File: config.mk
export PLATFORM = sky130hd
export DESIGN_NAME = ssp_tx_fifo
export DESIGN_NICKNAME = d
export VERILOG_FILES = /design/src/rtl/ssp_tx_fifo.sv
export SDC_FILE = /design/constraint.sdc
export NUM_CORES = 1
export LEC_CHECK = 0
export CAP_MARGIN = 0
export CORE_ASPECT_RATIO = 2
export CORE_MARGIN = 2
export CORE_UTILIZATION = 50
export DETAILED_ROUTE_END_ITERATION = 8
export PLACE_DENSITY = 0.8
export RECOVER_POWER = 50
export SLEW_MARGIN = 0
export SYNTH_ARGS = -nofsm -noshare
export SYNTH_HDL_FRONTEND = slang
export SYNTH_SLANG_ARGS = --single-unit
File: constraint.sdc
create_clock -name PCLK -period 4.1 [get_ports PCLK]
set_clock_uncertainty 0.2 [all_clocks]
set_input_delay 0.82 -clock PCLK [delete_from_list [all_inputs] [get_ports PCLK]]
set_output_delay 0.82 -clock PCLK [all_outputs]
set_load 0.1 [all_outputs]
File: src/rtl/ssp_tx_fifo.sv
// Transmit byte queue feeding the SSP serial shifter.
// Bus writes push bytes; the shifter's TX_POP pulse retires the head byte.
module ssp_tx_fifo #(
    parameter int unsigned WIDTH = 8,
    parameter int unsigned DEPTH = 4,
    parameter int unsigned AW    = 2
) (
    input  logic             PCLK,
    input  logic             CLEAR,
    input  logic             PSEL,
    input  logic             PWRITE,
    input  logic [WIDTH-1:0] PWDATA,
    input  logic             TX_POP,
    output logic [WIDTH-1:0] TXDATA,
    output logic             TX_VALID,
    output logic             SSPTXINTR,
    output logic [AW:0]      LEVEL,
    output logic             OVERRUN
);

    localparam logic [AW:0]   CntFull = (AW+1)'(DEPTH);
    localparam logic [AW:0]   CntOne  = (AW+1)'(1);
    localparam logic [AW-1:0] PtrOne  = AW'(1);

    logic [WIDTH-1:0] mem_q [DEPTH];
    logic [AW-1:0]    wp_q, wp_d;
    logic [AW-1:0]    rp_q, rp_d;
    logic [AW:0]      cnt_q, cnt_d;
    logic             overrun_q, overrun_d;

    logic full, empty;
    logic push_req, pop_req, push_ok, pop_ok;

    assign full     = (cnt_q == CntFull);
    assign empty    = (cnt_q == '0);
    assign push_req = PSEL & PWRITE;
    assign pop_req  = TX_POP;
    assign pop_ok   = pop_req & ~empty;
    // A full queue still accepts a push when the head leaves in the same cycle.
    assign push_ok  = push_req & (~full | pop_ok);

    always_comb begin
        wp_d      = wp_q;
        rp_d      = rp_q;
        cnt_d     = cnt_q;
        overrun_d = overrun_q;
        if (push_ok) begin
            wp_d = wp_q + PtrOne;
        end
        if (pop_ok) begin
            rp_d = rp_q + PtrOne;
        end
        unique case ({push_ok, pop_ok})
            2'b10:   cnt_d = cnt_q + CntOne;
            2'b01:   cnt_d = cnt_q - CntOne;
            default: cnt_d = cnt_q;
        endcase
        if (push_req && !push_ok) begin
            overrun_d = 1'b1;
        end
    end

    always_ff @(posedge PCLK or posedge CLEAR) begin
        if (CLEAR) begin
            wp_q      <= '0;
            rp_q      <= '0;
            cnt_q     <= '0;
            overrun_q <= 1'b0;
        end else begin
            wp_q      <= wp_d;
            rp_q      <= rp_d;
            cnt_q     <= cnt_d;
            overrun_q <= overrun_d;
        end
    end

    // Storage needs no reset; empty masks stale contents on TXDATA.
    always_ff @(posedge PCLK) begin
        if (push_ok) begin
            mem_q[wp_q] <= PWDATA;
        end
    end

    assign TXDATA    = empty ? '0 : mem_q[rp_q];
    assign TX_VALID  = ~empty;
    assign SSPTXINTR = full;
    assign LEVEL     = cnt_q;
    assign OVERRUN   = overrun_q;

endmodule

==> results of run 1 <==
## Yosys cell counts (all sizes together)
| cell type | number |
|---|---|
| inv | 9 |
| xnor2 | 3 |
| and2 | 13 |
| or3 | 1 |
| xor2 | 3 |
| ha | 5 |
| edfxtp | 32 |
| a41o | 1 |
| mux2i | 1 |
| mux2 | 1 |
| mux4 | 8 |
| nand3 | 1 |
| buf | 1 |
| clkbuf | 2 |
| o211a | 1 |
| dfrtp | 8 |
| nor2 | 1 |
| or3b | 1 |
| fa | 1 |
## per-layer routing
metal / GRT usage / vias up
li1: - / 398
met1: 0.1696 / 439
met2: 0.2922 / 25
met3: 0.07158 / 5
met4: 0.07754 / 0
met5: 0 / -
## through the flow
| stage | worst slack, ps | cell area [um^2] | hold WS (ps) | utilization | instances |
|---|---|---|---|---|---|
| after global routing | 651.5 | 2023 | 332.0 | 0.6336 | 155 |
| after detailed placement | 1025 | 1951 | 304.5 | 0.6109 | 147 |
| after CTS | 705.3 | 2036 | 321.3 | 0.6375 | 155 |
| after floorplan | 11.27 | 1687 | 334.8 | - | 93 |
| after global placement | 1065 | 1951 | 250.9 | 0.6109 | 147 |
| final | 717.0 | 2023 | 317.2 | 0.6336 | 155 |
## critical path, stage by stage (launching register included)
cell and delay, ps:
dfrtp_1 440, or3_2 620, clkdlybuf4s50_1 1010
## state kept, by name (all words and copies together) (netlist names)
name	flops
LEVEL	3
mem_q	32
OVERRUN	1
wp_q	2
rp_q	2
## cell type report
cell class / count / area [um^2]
tap: 31 / 38.79
multi-input combinational: 41 / 466.7
sequential: 40 / 1161
inverter: 9 / 33.78
fill: 246 / 1170
clock inverter: 2 / 12.51
clock buffer: 6 / 72.57
timing repair buffer: 26 / 237.7
## how the worst max path moves through the flow
| stage | endpoint | slack [ps] |
|---|---|---|
| after global routing | TX_VALID | 650 |
| after CTS | TX_VALID | 710 |
| after floorplan | TXDATA[0] | 10 |
| after global placement | TX_VALID | 1060 |
| after detailed placement | TX_VALID | 1030 |
| final | TX_VALID | 720 |
## cell families (layout without fill, tap and decap cells)
family / Yosys count / count (layout) / synth area share
adders and majority gates: 6 / 6 / 0.04896
AOI/OAI and AO/OA: 2 / 2 / 0.01632
xor gates and xnor gates: 6 / 6 / 0.03116
DFF: 40 / 40 / 0.6884
buffers and inverters: 12 / 43 / 0.02745
muxes: 10 / 10 / 0.1217
and+or+nand+nor: 17 / 17 / 0.06602
==> flow_summary.ini, run 1 <==
[global_routing]
grt_use_total = 0.1706
grt_pass1_vias = 961
grt_max_degree = 14
grt_pass1_wl_mm = 4.547
grt_antenna_before_repair = 0
grt-ovfl-total = 0

[cts]
ctsHtreeMaxLevel = 2
clk_path_buf_depth = 2
post-cts-setup-buffers = 0
path_clk_slew_ps = 80
clk-insertion-delay-late_ps = 290
hold_buffers = 0
root_buffer = clkbuf_8
cts_resized = 0
cts-buffers-inserted = 5
cts_tree = done
cts_sinks = 40

[min_path]
worstHoldStart = OVERRUN$_DFFE_PP0P_
hold_class = flip-flop to flip-flop
hold_depth = 1
hold_end = OVERRUN$_DFFE_PP0P_

[critical_path]
start_kind = flip-flop
worstPathRequired_ps = 3080
path_class = flip-flop to primary output
arrival_ps = 2360
endpoint_kind = primary output
regToRegEndpoint = LEVEL[2]$_DFFE_PP0P_
crit_fanout = 11
r2r_cells = 9
crit-reg2reg-launch = LEVEL[0]$_DFFE_PP0P_
rrSetupSlack_ps = 1450
cp-startpoint = LEVEL[0]$_DFFE_PP0P_

[routing]
routed_wl_mm = 2.794
drt-initial-drc-count = 17
topRoutingLayerUsed = met4
drc = 0
met1Wirelength_um = 958
drt_first_pass_iters = 2
drtAntennaViolNets = 0
via_per_inst = 5.594
route.met2.wl_mm = 1.622
wire_per_inst_um = 18.03
wl_met3_um = 162
via_count = 867

[cells_and_area]
area_growth_syn_to_layout_pct = 19.96
antenna_cells = 0
nNetsFinal = 142
layout_commonest_cell = edfxtp_1
final_cell_mix = 32 x edfxtp_1, 10 x dlygate4sd3_1, 9 x inv_1, 9 x buf_4
layout-drive-gt1-share = 0.2258

[logic_synthesis]
synth_top_cell_by_area = edfxtp_1
ys_ff_latch = 40
yosys_warnings = 0
yosysSeqAreaShare = 0.6884
synthCells = 93
synth_nets = 112
post_synth.cell_area_avg_um2 = 18.14
post_synth_num_cell_types = 20
synth_area_um2 = 1687
synth_top_cell_area_share = 0.5697
synth_area_leaders = edfxtp_1 57%, dfrtp_1 12%, mux4_2 11%, ha_1 3.7%, and2_1 3.3%

[job]
cap_violations = 0

[timing]
fin_crit_sh = 0.8251
fmax_mhz = 295.6
hold_viol = 0
maxSlewViolCount = 0
fin_setup_tns_ps = 0
setup_violations = 0
relSlewSlack = 0.3461
rsz0062_at_grt = no
tightest_slew_ps = 977.8
period_minus_slack_ps = 3383

[place]
dp_hpwl_mm = 2.104
place_congestion = 0.7179
port_buffers = 26

[floorplanning]
start_util = 0.5282
core-area_um2 = 3193
die_area_um2 = 3882
dieHeight_um = 86.14
row_count = 29
pin_count = 27
die_x_um = 45.07

[run_status]
status = finished clean
Power of run 1 is left out: the tool's default activity adds up to more than one toggle a clock period on the data nets, which glitch-free logic cannot reach.
==> run 2: changes to the inputs <==
--- a/config.mk
+++ b/config.mk
@@ -8,9 +8,9 @@
 export CAP_MARGIN = 0
 export CORE_ASPECT_RATIO = 2
 export CORE_MARGIN = 2
-export CORE_UTILIZATION = 50
+export CORE_UTILIZATION = 47
 export DETAILED_ROUTE_END_ITERATION = 8
-export PLACE_DENSITY = 0.8
+export PLACE_DENSITY = 0.79
 export RECOVER_POWER = 50
 export SLEW_MARGIN = 0
 export SYNTH_ARGS = -nofsm -noshare
==> constraint.sdc (replaced) <==
create_clock -name PCLK -period 2.73 [get_ports PCLK]
set_clock_uncertainty 0.2 [all_clocks]
set_input_delay 0.546 -clock PCLK [delete_from_list [all_inputs] [get_ports PCLK]]
set_output_delay 0.546 -clock PCLK [all_outputs]
set_load 0.1 [all_outputs]
==> run 2 against run 1 <==
Via count up 0.12%. Die area is 5.9% higher. Critical path depth increased by 7. Hold slack got worse by 33 ps. Cell count up 12%. First-iteration DRC count shrank 53%. Flip-flop and latch count did not move. Core utilization up 1.4 points. Count of clock-buffer cells in the layout grew 1. Global-route usage down 0.28 points. Highest routed layer unchanged.
==> flow_summary.ini, run 2 (synthesis results as in run 1) <==
[cts]
clk-insertion-delay-late_ps = 290
cts_tree = done
cts_resized = 0
post-cts-setup-buffers = 0
path_clk_slew_ps = 70
clk_path_buf_depth = 2
cts-buffers-inserted = 5
cts_sinks = 40
hold_buffers = 0
root_buffer = clkbuf_8
ctsHtreeMaxLevel = 2

[critical_path]
worstPathCellList = or3b_1 -> o211a_4 -> inv_1 -> ha_1 -> inv_1 -> fa_1 -> xor2_1 -> nor2_1 -> xor2_1
arrival_ps = 2510
regToRegEndpoint = LEVEL[2]$_DFFE_PP0P_
cp-startpoint = LEVEL[0]$_DFFE_PP0P_
start_kind = flip-flop
path_class = flip-flop to flip-flop
critPathCapture = LEVEL[2]$_DFFE_PP0P_
slowest_delay_ps = 440
r2r_cells = 9
endpoint_kind = flip-flop
worstPathRequired_ps = 2740
crit_fanout = 7
rrSetupSlack_ps = 230
slowest_stage = dfrtp_2
crit-reg2reg-launch = LEVEL[0]$_DFFE_PP0P_

[timing]
fmax_mhz = 399.2
tightest_slew_ps = 1164
hold_viol = 0
fin_crit_sh = 0.9175
rsz0062_at_grt = no
setup_slack_ps = 225.3
period_minus_slack_ps = 2505
relSlewSlack = 0.2276
maxSlewViolCount = 0
setup_violations = 0

[place]
dp_hpwl_mm = 2.152
dp.cells = 166
place_congestion = 0.6807
port_buffers = 26
dp_slack_ps = 8.580

[routing]
drtAntennaViolNets = 0
drt-initial-drc-count = 8
drt_first_pass_iters = 4
wire_per_inst_um = 16.09
via_per_inst = 4.989
routed_wl_mm = 2.800
drc = 0
via_count = 868

[global_routing]
grt_pass1_vias = 933
grt_pass1_wl_mm = 4.526
grt_max_degree = 13
grt_use_total = 0.1678
grt_antenna_before_repair = 0
grt-ovfl-total = 0

[cells_and_area]
fin_util = 0.6476
area_growth_syn_to_layout_pct = 31.16
layout_commonest_cell = edfxtp_1
largest-register = mem_q
antenna_cells = 0
final_cell_mix = 32 x edfxtp_1, 12 x and2_2, 9 x inv_1, 9 x dlygate4sd3_1, 9 x buf_12
nNetsFinal = 144
layoutNonFillerInstCount = 174
largest_reg_flops = 32
layout-drive-gt1-share = 0.3651

[floorplanning]
die_area_um2 = 4113
pin_count = 27
row_count = 30
die_x_um = 46.36
start_util = 0.4938
dieHeight_um = 88.72
core-area_um2 = 3416

[min_path]
hold_depth = 1
hold_class = flip-flop to flip-flop

[job]
cap_violations = 0

[run_status]
status = finished clean
run 2: changes by cell type in the layout (fill, tap and decap cells not counted), sizes merged:
cell | previous run | this run
clkbuf | 6 | 11
clkdlybuf4s50 | 7 | 3
buf | 9 | 12
bufinv | 0 | 1
clkinv | 1 | 0
clkinvlp | 1 | 0
dlygate4sd3 | 10 | 9
run 2: worst min path at each step:
stage                                   start                  end  slack, ps
final                     OVERRUN$_DFFE_PP0P_  OVERRUN$_DFFE_PP0P_        280
after CTS                 OVERRUN$_DFFE_PP0P_  OVERRUN$_DFFE_PP0P_        290
after detailed placement  OVERRUN$_DFFE_PP0P_  OVERRUN$_DFFE_PP0P_        270
after floorplan                         CLEAR  OVERRUN$_DFFE_PP0P_        160
after global routing      OVERRUN$_DFFE_PP0P_  OVERRUN$_DFFE_PP0P_        300
after global placement    OVERRUN$_DFFE_PP0P_  OVERRUN$_DFFE_PP0P_        250
run 2: worst max-delay path, delay by kind of cell, from the launching register on:
family / cells / cell delay [ps]
buffers and inverters: 2 / 120
and+or+nand+nor: 2 / 540
DFF: 1 / 440
AOI/OAI and AO/OA: 1 / 280
adders and majority gates: 2 / 550
xor gates and xnor gates: 2 / 300
run 2: area by class of cell:
class	instances	area (um^2)
inverters	9	33.78
well taps	48	60.06
multi-input cells	41	489.2
flip-flops and latches	40	1165
clock buffers	7	96.34
repair buffers	28	337.8
fillers	248	1204
clock inverters	1	30.03
run 2: per-layer routing:
metal / GRT usage / share of wire / vias to the layer above / routed length [um]
met1: 0.1643 / 0.34 / 434 / 944
met2: 0.2980 / 0.59 / 24 / 1663
met5: 0 / 0 / - / 0
met3: 0.05102 / 0.043 / 5 / 120
li1: - / - / 405 / -
met4: 0.08571 / 0.026 / 0 / 72
run 2: stage by stage:
step	instance area [um^2]	hold slack, ps	setup TNS [ps]
2_1_floorplan	1702	161.5	-686.9
3_3_place_gp	2101	254.4	0
3_5_place_dp	2101	273.8	0
4_1_cts	2227	291.0	0
5_1_grt	2212	295.1	0
6_report	2212	284.3	0
Power of run 2 is left out for the same reason.
